### src/rtl/score_button_ctrl.sv
// score_button_ctrl: four-button front end for a score counter.
// Each raw pushbutton is synchronized, debounced and turned into a pending
// press flag; a fixed-priority arbiter (il > ir > dr > dl) issues registered,
// one-clock command pulses separated by at least one idle clock.
// Optional feature macro: SCORE_AUTOREPEAT_EN re-arms a held button after
// HOLD_CYCLES and then every REPEAT_CYCLES until release.
module score_button_ctrl #(
   parameter int unsigned DEBOUNCE_CYCLES = 1000000,
   parameter int unsigned HOLD_CYCLES     = 50000000,
   parameter int unsigned REPEAT_CYCLES   = 20000000
) (
   input  logic clk,
   input  logic reset,
   input  logic btn_il,
   input  logic btn_ir,
   input  logic btn_dl,
   input  logic btn_dr,
   output logic il,
   output logic ir,
   output logic dl,
   output logic dr
);

   // Button index order doubles as arbitration priority: 0 wins.
   localparam int unsigned NB  = 4;
   localparam int unsigned DBW = 24;
   localparam logic [DBW-1:0] DB_LAST = DBW'(DEBOUNCE_CYCLES - 1);

   // Reject parameter values the counters cannot represent.
   if (DEBOUNCE_CYCLES < 1 || DEBOUNCE_CYCLES > 32'h00FF_FFFF ||
       HOLD_CYCLES < 1 || REPEAT_CYCLES < 1) begin : g_param_check
      $error("score_button_ctrl: cycle parameter out of range");
   end

   logic [NB-1:0]  btn_raw;
   logic [NB-1:0]  sync1_q, sync2_q;
   logic [NB-1:0]  db_q, db_d;
   logic [DBW-1:0] db_cnt_q [NB];
   logic [DBW-1:0] db_cnt_d [NB];
   logic [NB-1:0]  acc_d;
   logic [NB-1:0]  ev_all_d;
   logic [NB-1:0]  ev_q;
   logic [NB-1:0]  pend_q, pend_d;
   logic [NB-1:0]  grant;
   logic [NB-1:0]  out_q, out_d;
   logic           gap_q, gap_d;

   assign btn_raw = {btn_dl, btn_dr, btn_ir, btn_il};

   // Two-flop synchronizer for every raw button.
   always_ff @(posedge clk or posedge reset) begin
      if (reset) begin
         sync1_q <= '0;
         sync2_q <= '0;
      end else begin
         sync1_q <= btn_raw;
         sync2_q <= sync1_q;
      end
   end

   // Debounce: toggle the level after DEBOUNCE_CYCLES consecutive differing samples.
   always_comb begin
      db_d  = db_q;
      acc_d = '0;
      for (int i = 0; i < NB; i++) begin
         db_cnt_d[i] = '0;
         if (sync2_q[i] != db_q[i]) begin
            if (db_cnt_q[i] == DB_LAST) begin
               db_d[i]  = sync2_q[i];
               acc_d[i] = sync2_q[i];
            end else begin
               db_cnt_d[i] = db_cnt_q[i] + DBW'(1);
            end
         end
      end
   end

`ifdef SCORE_AUTOREPEAT_EN
   localparam int unsigned HCW = 32;
   localparam logic [HCW-1:0] HOLD_LAST = HCW'(HOLD_CYCLES - 1);
   localparam logic [HCW-1:0] REP_LAST  = HCW'(REPEAT_CYCLES - 1);

   logic [HCW-1:0] hold_cnt_q [NB];
   logic [HCW-1:0] hold_cnt_d [NB];
   logic [NB-1:0]  rep_q, rep_d;
   logic [NB-1:0]  rep_hit;

   // Hold/repeat timer: runs while the level stays high, restarts on every hit.
   always_comb begin
      rep_d   = '0;
      rep_hit = '0;
      for (int i = 0; i < NB; i++) begin
         hold_cnt_d[i] = '0;
         if (db_q[i] && db_d[i]) begin
            if ((!rep_q[i] && hold_cnt_q[i] == HOLD_LAST) ||
                ( rep_q[i] && hold_cnt_q[i] == REP_LAST)) begin
               rep_hit[i] = 1'b1;
               rep_d[i]   = 1'b1;
            end else begin
               hold_cnt_d[i] = hold_cnt_q[i] + HCW'(1);
               rep_d[i]      = rep_q[i];
            end
         end
      end
   end

   // Hold/repeat state registers.
   always_ff @(posedge clk or posedge reset) begin
      if (reset) begin
         rep_q <= '0;
         for (int i = 0; i < NB; i++) hold_cnt_q[i] <= '0;
      end else begin
         rep_q <= rep_d;
         for (int i = 0; i < NB; i++) hold_cnt_q[i] <= hold_cnt_d[i];
      end
   end

   assign ev_all_d = acc_d | rep_hit;
`else
   assign ev_all_d = acc_d;
`endif

   // Fixed-priority arbiter with one idle clock after every issued pulse.
   always_comb begin
      grant = '0;
      if (!gap_q) begin
         if      (pend_q[0]) grant = 4'b0001;
         else if (pend_q[1]) grant = 4'b0010;
         else if (pend_q[2]) grant = 4'b0100;
         else if (pend_q[3]) grant = 4'b1000;
      end
      out_d  = grant;
      gap_d  = |grant;
      pend_d = (pend_q & ~grant) | ev_q;
   end

   // Debounce, press-event, pending and output registers.
   always_ff @(posedge clk or posedge reset) begin
      if (reset) begin
         db_q   <= '0;
         ev_q   <= '0;
         pend_q <= '0;
         out_q  <= '0;
         gap_q  <= 1'b0;
         for (int i = 0; i < NB; i++) db_cnt_q[i] <= '0;
      end else begin
         db_q   <= db_d;
         ev_q   <= ev_all_d;
         pend_q <= pend_d;
         out_q  <= out_d;
         gap_q  <= gap_d;
         for (int i = 0; i < NB; i++) db_cnt_q[i] <= db_cnt_d[i];
      end
   end

   assign il = out_q[0];
   assign ir = out_q[1];
   assign dr = out_q[2];
   assign dl = out_q[3];

endmodule
### config.mk
export PLATFORM = sky130hd
export DESIGN_NAME = score_button_ctrl
export DESIGN_NICKNAME = d
export VERILOG_FILES = /design/src/rtl/score_button_ctrl.sv
export SDC_FILE = /design/constraint.sdc
export NUM_CORES = 1
export LEC_CHECK = 0
export BUFFER_PORTS_ARGS = -buffer_cell sky130_fd_sc_hd__buf_2
export CELL_PAD_IN_SITES_DETAIL_PLACEMENT = 0
export CELL_PAD_IN_SITES_GLOBAL_PLACEMENT = 2
export CORE_ASPECT_RATIO = 0.7
export CORE_MARGIN = 2
export CORE_UTILIZATION = 41
export CTS_CLUSTER_DIAMETER = 50
export CTS_CLUSTER_SIZE = 14
export DETAILED_ROUTE_END_ITERATION = 16
export MAX_ROUTING_LAYER = met4
export PLACE_DENSITY = 0.82
export SLEW_MARGIN = 0
export SYNTH_ARGS = -nofsm -noshare
export SYNTH_HDL_FRONTEND = slang
export SYNTH_SLANG_ARGS = --single-unit
### constraint.sdc
create_clock -name clk -period 3.76 [get_ports clk]
set_input_delay 0.188 -clock clk [delete_from_list [all_inputs] [get_ports clk]]
set_output_delay 0.188 -clock clk [all_outputs]
set_load 0.01 [all_outputs]
* Yosys cells after proc, flatten, opt, wreduce, memory -nomap -nowiden
Cells that the tools add are included.
Storage, ports and cells: register bits 121, bits of input ports 6, output and inout bits 4
Operators by class: add/subtract/negate cells 4, equality and inequality tests 8, muxes and demuxes 21, bitwise gates (word level) 3, reduce and logical (&&, ||, !) cells 5
Operators with widths (count):
- 24-bit 2-to-1 mux | 8
- 24-bit by 1-bit adder with 24-bit output, second input constant | 4
- 24-bit by 20-bit == test with 1-bit output, second input constant | 4
- 4-bit 2-to-1 mux | 5
- 1-bit 2-to-1 mux | 8
- 2-bit AND reduction | 4
- 4-bit AND | 1
- 1-bit inequality test | 4
- 4-bit NOT | 1
- 4-bit OR | 1
- 4-bit OR reduction | 1

* Logic depth before layout (Yosys ltp)
Gate-level depths: netlist of the first run.
depth after elaboration 8, gate-level depth with buffers 6, depth with buffers taken out 5

* Worst setup path before layout of the first run
No wires, ideal clock.
path kind reg2reg, start point register db_cnt_q[39] (netlist bit), end point register db_cnt_q[27] (netlist bit), arrival time 1.693 ns, required time 3.639 ns, slack 1.946 ns, stages on the path, launching flop included 6, cell sequence dfrtp_1 -> or4_1 -> nor4_1 -> a41o_1 -> buf_2 -> nor2_1
RTL lines:
- start, declared | line 38 | logic [DBW-1:0] db_cnt_q [NB];

==> impl_metrics.ini, run 1 <==
[pwr]
p_int_mw = 2.40
p_switching_mw = 0.660
p_sw_share_pct = 21.6
p_seq_share_pct = 43.6
clkPwrFrac_pct = 53.8
leakagePower_nw = 2.73
powerDensity_nw_per_um2 = 455
ir_worst_vdd_v = 0.000303
comb_power_share_pct = 2.5

[sta]
setup_viol = 0
period_share_pct = 63.4
hold_ws_ps = -6.97
min_period_ps = 2390
tns_ps = 0
max_freq_ghz = 0.419
grt_setup_unrepaired = no
worstMarginPinSlew_ps = 966
hold_violations = 17
slew_headroom_pct = 35.6
slew_violations = 0
setup_ws_ps = 1370
finClkSkew_ps = 11.0

[critical_path]
r2r_end = db_cnt_q[30]
cp.arrival_ps = 2640
crit_type = reg -> reg
startpoint_type = flip-flop
timing.rr.start = db_cnt_q[39]
r2r_setup_slack_ps = 1370
worstPathMaxFanout = 23
cp-end-kind = flip-flop
required_ps = 4010
ff2ff_path_depth = 4

[clock_network]
cts_buffers = 17
clk_latency_ps = 410
cts.clk_slew.worst_paths_ps = 60
root_buffer = clkbuf_16
clockBufferDepth = 2
htreeDepth = 4
cts_tree = built
cts_setup_buffers = 0
clkSinkCount = 121

[drt]
wl_per_cell_um = 15.3
drc = 0
drt_iter0_markers = 348
wl_um = 12300
drtPass1Iterations = 5
antenna_left = 0
post_drt_via_cell_ratio = 5.48
route.vias.total = 4415

[synthesis]
yosys.cell_types.count = 47
synth-seq-cells = 121
synth_area_leaders = dfrtp_1 (52%), xor2_1 (4.1%), nor2_1 (3.9%), xnor2_1 (3.6%), a21oi_1 (3.3%)
yosys_warnings = 0
syn_area_um2 = 5830
ys_seq_area_share_pct = 51.9
synth_top_area_share_pct = 51.9
syn-instance-count = 587
yosysMostFrequentCell = dfrtp_1
synth_common_cells = dfrtp_1 (121), nor2_1 (60), a21oi_1 (38), nand3_1 (38), nand2_1 (36)
async_flop_share_pct = 100
synth-main-ff-cell = dfrtp_1
synth_edf_count = 0
yosys.area.top_type = dfrtp_1
syn_avg_cell_area_um2 = 9.94
synth_nets = 597

[final_layout]
stdcell_area_um2 = 6710
diodes = 0
drive_gt1_share_pct = 8.78
area_growth_pct = 15.1
layout.nets = 612
utilization_pct = 48.2

[die]
rows = 36
start_util_pct = 41.9
die_height_um = 104
dieArea_um2 = 15200
coreArea_um2 = 13900
die_w_um = 147
pin_count = 10

[global_route]
grt_pass1_vias = 4380
grtUsageTotal_pct = 17.9
grt_overflow_total = 0
antenna_found_initial = 0
grt_pass1_wl_um = 21600
grt_max_degree = 77

[place]
place_area_um2 = 6080
gp_congestion = 0.760
numPortBuffers = 9
dpl.hpwl_um = 8060
place_ws_ps = 1390

[worst_hold_path]
hold_class = in -> async

[run_status]
violations = hold timing
outcome = complete, but fails checks

[flow_run]
cap_violations = 0
[cell type report]
type	count	area, µm²
timing repair buffer	17	128
fill	1290	7210
clock buffer	20	447
inverter	12	47.5
clock inverter	12	150
sequential	121	3030
multi-input combinational	433	2680
tap	190	238
[metal layers]
layer | vias to the layer above | part of all wire [%] | track usage, %
li1 | 2193 | - | -
met1 | 2159 | 55 | 27.0
met2 | 50 | 42 | 24.0
met3 | 13 | 2.2 | 3.66
met4 | 0 | 1.0 | 5.62
met5 | - | 0 | -
[metrics by stage]
stage               power (mW)  hold slack [ps]  cells
finish                    3.06            -6.97    805
global route              3.18             92.6    805
CTS                       3.10             43.6    805
detailed placement        1.43              298    769
global placement          1.43              299    769
floorplan                 1.41              219    587
[worst max path at each step]
| stage | startpoint | cells after the start | slack (ps) | to |
|---|---|---|---|---|
| after floorplan | reset | 1 | 360 | db_cnt_q[0] |
| after global placement | db_cnt_q[39] | 4 | 1460 | db_cnt_q[30] |
| after detailed placement | db_cnt_q[39] | 4 | 1390 | db_cnt_q[35] |
| after CTS | db_cnt_q[39] | 4 | 1360 | db_cnt_q[30] |
| after global routing | db_cnt_q[39] | 4 | 1180 | db_cnt_q[35] |
| final | db_cnt_q[39] | 4 | 1370 | db_cnt_q[30] |
[critical path, cell delays in order, from the launching register on]
cell and delay (ps):
dfrtp_1 430, or4_1 540, nor4_1 340, a41o_1 790, nor2_1 130
[flip-flops by register name, summed over array words and instances (netlist names)]
| signal | cells |
|---|---|
| sync1_q | 4 |
| ev_q | 4 |
| out_q | 4 |
| pend_q | 4 |
| gap_q | 1 |
| db_cnt_q | 96 |
| sync2_q | 4 |
| db_q | 4 |
[cells by family (layout without fill, tap and decap cells)]
logic type	after synthesis	in the layout	share of synthesized area, %
multiplexers	5	5	0.944
XOR/XNOR	51	51	7.66
adder cells (fa/ha/maj)	4	4	0.858
AND/OR/NAND/NOR	285	285	27.2
AO/OA/AOI/OAI	88	88	9.09
buffers and inverters	33	61	2.34
flip-flops	121	121	51.9
[placed cells by master (no fill, tap or decap), types with 3 or more instances in the layout]
cell	instances
dfrtp_1	121
nor2_1	60
a21oi_1	38
nand3_1	38
nand2_1	36
xor2_1	27
nand4_1	26
or4_1	24
xnor2_1	24
o31ai_1	20
o21ai_0	18
or3_1	18
clkbuf_16	17
nor4_1	16
and3_1	15
nor3_1	11
inv_1	11
buf_2	9
and4_1	8
nand2b_1	5
and2_1	5
nor4b_1	5
nor3b_1	4
mux2_2	4
ha_1	4
clkinv_2	4
dlygate4sd3_1	4
clkinvlp_4	3
bufinv_16	3
buf_4	3
[repair_timing]
action / in CTS / in global routing
hold buffers: 4 / 0
hold endpoints to repair: 4 / 0
endpoints found under the setup margin: 0 / 0
resized for setup: 0 / 0
[power groups by stage]
stage	Sequential (mW)	Clock, mW	Combinational (mW)
2_1_floorplan	1.35	0	0.0531
3_3_place_gp	1.36	0	0.0760
3_5_place_dp	1.36	0	0.0777
4_1_cts	1.33	1.68	0.0809
5_1_grt	1.34	1.75	0.0915
6_report	1.33	1.64	0.0777
Note: power is estimated with default switching activity, not from simulation.
==> run 2: changes to the inputs <==
- clock period: 3.76 -> 2.2 ns (I/O delays scaled with it)
==> impl_metrics.ini, run 2 (synthesized netlist as in run 1, its figures left out) <==
[die]
dieArea_um2 = 15200
die_w_um = 147
coreArea_um2 = 13900
die_height_um = 104
rows = 36
pin_count = 10
start_util_pct = 41.9

[place]
dpl.hpwl_um = 8500
gp_congestion = 0.837
place_ws_ps = 244
numPortBuffers = 9

[sta]
hold_violations = 0
setup_ws_ps = 217
min_period_ps = 1980
period_share_pct = 90.1
setup_viol = 0
max_freq_ghz = 0.504
worstMarginPinSlew_ps = 652
grt_setup_unrepaired = no
slew_headroom_pct = 56.4
hold_ws_ps = 331
finClkSkew_ps = 8.15
slew_violations = 0
tns_ps = 0

[final_layout]
drive_gt1_share_pct = 11.2
top_register = db_cnt_q
largest_reg_flops = 96
area_growth_pct = 16.8
multiInputGateArea_um2 = 2680
layout.nets = 631
final_cell_mix = dfrtp_1 (121), nor2_1 (60), a21oi_1 (38), nand3_1 (38), nand2_1 (36)
seqCellArea_um2 = 3030
fillCellCount = 1275
diodes = 0
final_common_cell = dfrtp_1

[clock_network]
clk_latency_ps = 410
cts_tree = built
root_buffer = clkbuf_16
clkSinkCount = 121
clockBufferDepth = 2
hold_buffers = 5
cts_setup_buffers = 0
htreeDepth = 4
cts.clk_slew.worst_paths_ps = 50
cts_repair_resize_count = 0
cts_buffers = 17

[pwr]
p_switching_mw = 1.08
finalPower_mw = 5.00
p_int_mw = 3.93
p_seq_share_pct = 45.6
ir_worst_vdd_v = 0.000606
clkPwrFrac_pct = 51.5
comb_power_share_pct = 2.9
p_sw_share_pct = 21.5
leakagePower_nw = 2.81
powerDensity_nw_per_um2 = 735

[critical_path]
critPathSlowestCell = or4_1
crit_path_cell_trace = ha_1, nand4_1, or4_1, or3_1, a21oi_1
cp-end-kind = flip-flop
critPathMaxStageDelay_ps = 520
cp.arrival_ps = 2320
path_buf_inv = 0
startpoint_type = flip-flop
r2r_setup_slack_ps = 220
required_ps = 2530
path_delay_family = simple AND/OR/NAND/NOR gates
crit_type = reg -> reg
worstPathMaxFanout = 8

[run_status]
outcome = complete, no violations

[drt]
drtPass1Iterations = 4
post_drt_via_cell_ratio = 5.52
drt_iter0_markers = 233
wl_um = 12500
route.vias.total = 4548
drc = 0
antenna_left = 0
wl_per_cell_um = 15.1

[global_route]
antenna_found_initial = 0
grt_overflow_total = 0
grtUsageTotal_pct = 17.9
grt_pass1_vias = 4315
grt_pass1_wl_um = 21400
grt_max_degree = 50

[worst_hold_path]
hold_class = in -> async

[flow_run]
cap_violations = 0
## run 2: layer usage
| layer | vias to the layer above | track usage [%] | share of wire [%] |
|---|---|---|---|
| met1 | 2248 | 27.1 | 53 |
| met3 | 11 | 3.96 | 3.9 |
| li1 | 2224 | - | - |
| met5 | - | - | 0 |
| met2 | 65 | 23.7 | 42 |
| met4 | 0 | 5.76 | 0.99 |
## run 2: metrics by stage
stage	util [%]	area, µm²	cells
2_1_floorplan	-	5840	587
3_3_place_gp	44.6	6210	787
3_5_place_dp	44.6	6210	787
4_1_cts	48.9	6810	824
5_1_grt	48.9	6810	824
6_report	48.9	6810	824
## run 2: worst reg2reg max path, cell delays in order, from the launching register on
cell	delay, ps
dfrtp_1	450
ha_1	310
nand4_1	100
or4_1	520
or3_1	390
a21oi_1	140
## run 2: final timing paths
path / to / cells after the start / from
max: db_cnt_q[90] / 5 / db_cnt_q[72]
min: sync2_q[3] / 3 / reset
max reg2reg: db_cnt_q[90] / 5 / db_cnt_q[72]
min reg2reg: sync2_q[3] / 0 / sync1_q[3]
max in group asynchronous: db_cnt_q[3] / 4 / reset
min in group clk: sync1_q[2] / 2 / btn_dr
## run 2: power groups by stage
stage	combinational, mW	clock [mW]	sequential [mW]
6_report	0.145	2.58	2.28
5_1_grt	0.167	2.74	2.28
4_1_cts	0.152	2.64	2.28
3_5_place_dp	0.144	0	2.32
3_3_place_gp	0.142	0	2.32
2_1_floorplan	0.0913	0	2.31
## run 2: layout make-up
cell class                 instances  share of cell area, %
sequential                       121                   44.4
multi-input combinational        433                   39.3
clock buffer                      23                   7.02
timing repair buffer              36                   4.00
tap                              190                   3.49
clock inverter                     9                   1.07
inverter                          12                  0.716
==> run 3: changes to the inputs <==
- BUFFER_PORTS_ARGS: -buffer_cell sky130_fd_sc_hd__buf_2 -> unset
- CORE_UTILIZATION: 41 -> 42
- DONT_BUFFER_PORTS: unset -> 1
==> impl_metrics.ini, run 3 (synthesized netlist as in run 1, its figures left out) <==
[run_status]
outcome = complete, no violations

[sta]
max_freq_ghz = 0.497
tns_ps = 0
period_share_pct = 91.5
min_period_ps = 2010
slew_headroom_pct = 54.7
hold_violations = 0
worstMarginPinSlew_ps = 679
finClkSkew_ps = 9.81
setup_viol = 0
grt_setup_unrepaired = no
slew_violations = 0

[clock_network]
root_buffer = clkbuf_16
clk_latency_ps = 410
cts_buffers = 17
cts.clk_slew.worst_paths_ps = 60
clkSinkCount = 121
clockBufferDepth = 2
cts_setup_buffers = 0
cts_repair_resize_count = 0
cts_tree = built
htreeDepth = 4
hold_buffers = 5

[final_layout]
final_common_cell = dfrtp_1
stdcell_area_um2 = 6730
final_cell_mix = dfrtp_1 (121), nor2_1 (60), a21oi_1 (38), nand3_1 (38), nand2_1 (36)
diodes = 0
fillCellCount = 1254
utilization_pct = 50.4
drive_gt1_share_pct = 9.06
top_register = db_cnt_q
largest_reg_flops = 96
area_growth_pct = 15.4
final_cells = 803
layout.nets = 617

[critical_path]
critPathMaxStageDelay_ps = 680
worstPathMaxFanout = 10
path_delay_family = simple AND/OR/NAND/NOR gates
crit_path_cell_trace = nand3_2, or4_1, o311ai_0, o41ai_1
startpoint_type = flip-flop
cp-end-kind = flip-flop
cp.arrival_ps = 2280
critPathSlowestCell = or4_1
crit_type = reg -> reg
required_ps = 2470
path_buf_inv = 0

[pwr]
ir_worst_vdd_v = 0.000481
leakagePower_nw = 2.75
powerDensity_nw_per_um2 = 753

[drt]
wl_um = 12500
wl_per_cell_um = 15.5
drtPass1Iterations = 5
drc = 0
post_drt_via_cell_ratio = 5.58
route.vias.total = 4479
antenna_left = 0
drt_iter0_markers = 371

[global_route]
grt_pass1_vias = 4335
grtUsageTotal_pct = 19.1
grt_pass1_wl_um = 21500
antenna_found_initial = 0
grt_overflow_total = 0
grt_max_degree = 122

[place]
gp_congestion = 0.845
place_area_um2 = 6120
dpl.hpwl_um = 8250
dp.cells = 768
numPortBuffers = 0

[die]
start_util_pct = 43.7
die_w_um = 145
coreArea_um2 = 13400
pin_count = 10
die_height_um = 103
rows = 35
dieArea_um2 = 14900

[worst_hold_path]
hold_class = in -> reg

[flow_run]
cap_violations = 0
[run 3: cell types whose count changed in the layout (fill, tap and decap cells not counted), sizes merged]
cell	before	now
clkinvlp	2	3
buf	31	17
clkinv	7	5
clkbuf	23	21
bufinv	1	2
[run 3: area by class of cell]
cell class              instances  area (µm²)  area share (%)
inverters                      12        48.8           0.725
clock inverters                 9         100            1.49
flip-flops and latches        121        3030            45.0
repair buffers                 22         190            2.82
clock buffers                  21         460            6.84
well taps                     185         231            3.44
multi-input cells             433        2680            39.7
[run 3: path summary, 6_finish.rpt]
kind | start | end | slack, ps | depth (start not counted)
worst max register to register | db_cnt_q[78] | db_cnt_q[95] | 190 | 4
max in group asynchronous | reset | ev_q[2] | 1320 | 3
worst min-delay path | btn_il | sync1_q[0] | 250 | 1
worst max-delay path | db_cnt_q[78] | db_cnt_q[95] | 190 | 4
worst min register to register | sync1_q[0] | sync2_q[0] | 350 | 0
min in group asynchronous | reset | db_cnt_q[15] | 320 | 3
[run 3: per-layer routing]
layer / wire length [µm] / GRT usage, % / share of wire (%) / up-vias
met3: 412 / 4.51 / 3.3 / 11
met2: 5270 / 26.0 / 42 / 70
met4: 108 / 5.97 / 0.87 / 0
met5: 0 / - / 0 / -
met1: 6660 / 28.1 / 53 / 2195
li1: - / - / - / 2203
[run 3: power by group]
part	switching [mW]	leakage (nW)	internal [mW]
sequential	0.0263	1.66	2.25
clock	0.956	0.274	1.70
combinational	0.0937	0.810	0.0410
[run 3: through the flow]
step	hold slack, ps	total power, mW	setup slack [ps]
floorplan	141	2.40	386
global placement	141	2.45	291
detailed placement	141	2.45	240
CTS	241	5.14	223
global route	242	5.25	10.7
finish	253	5.07	188
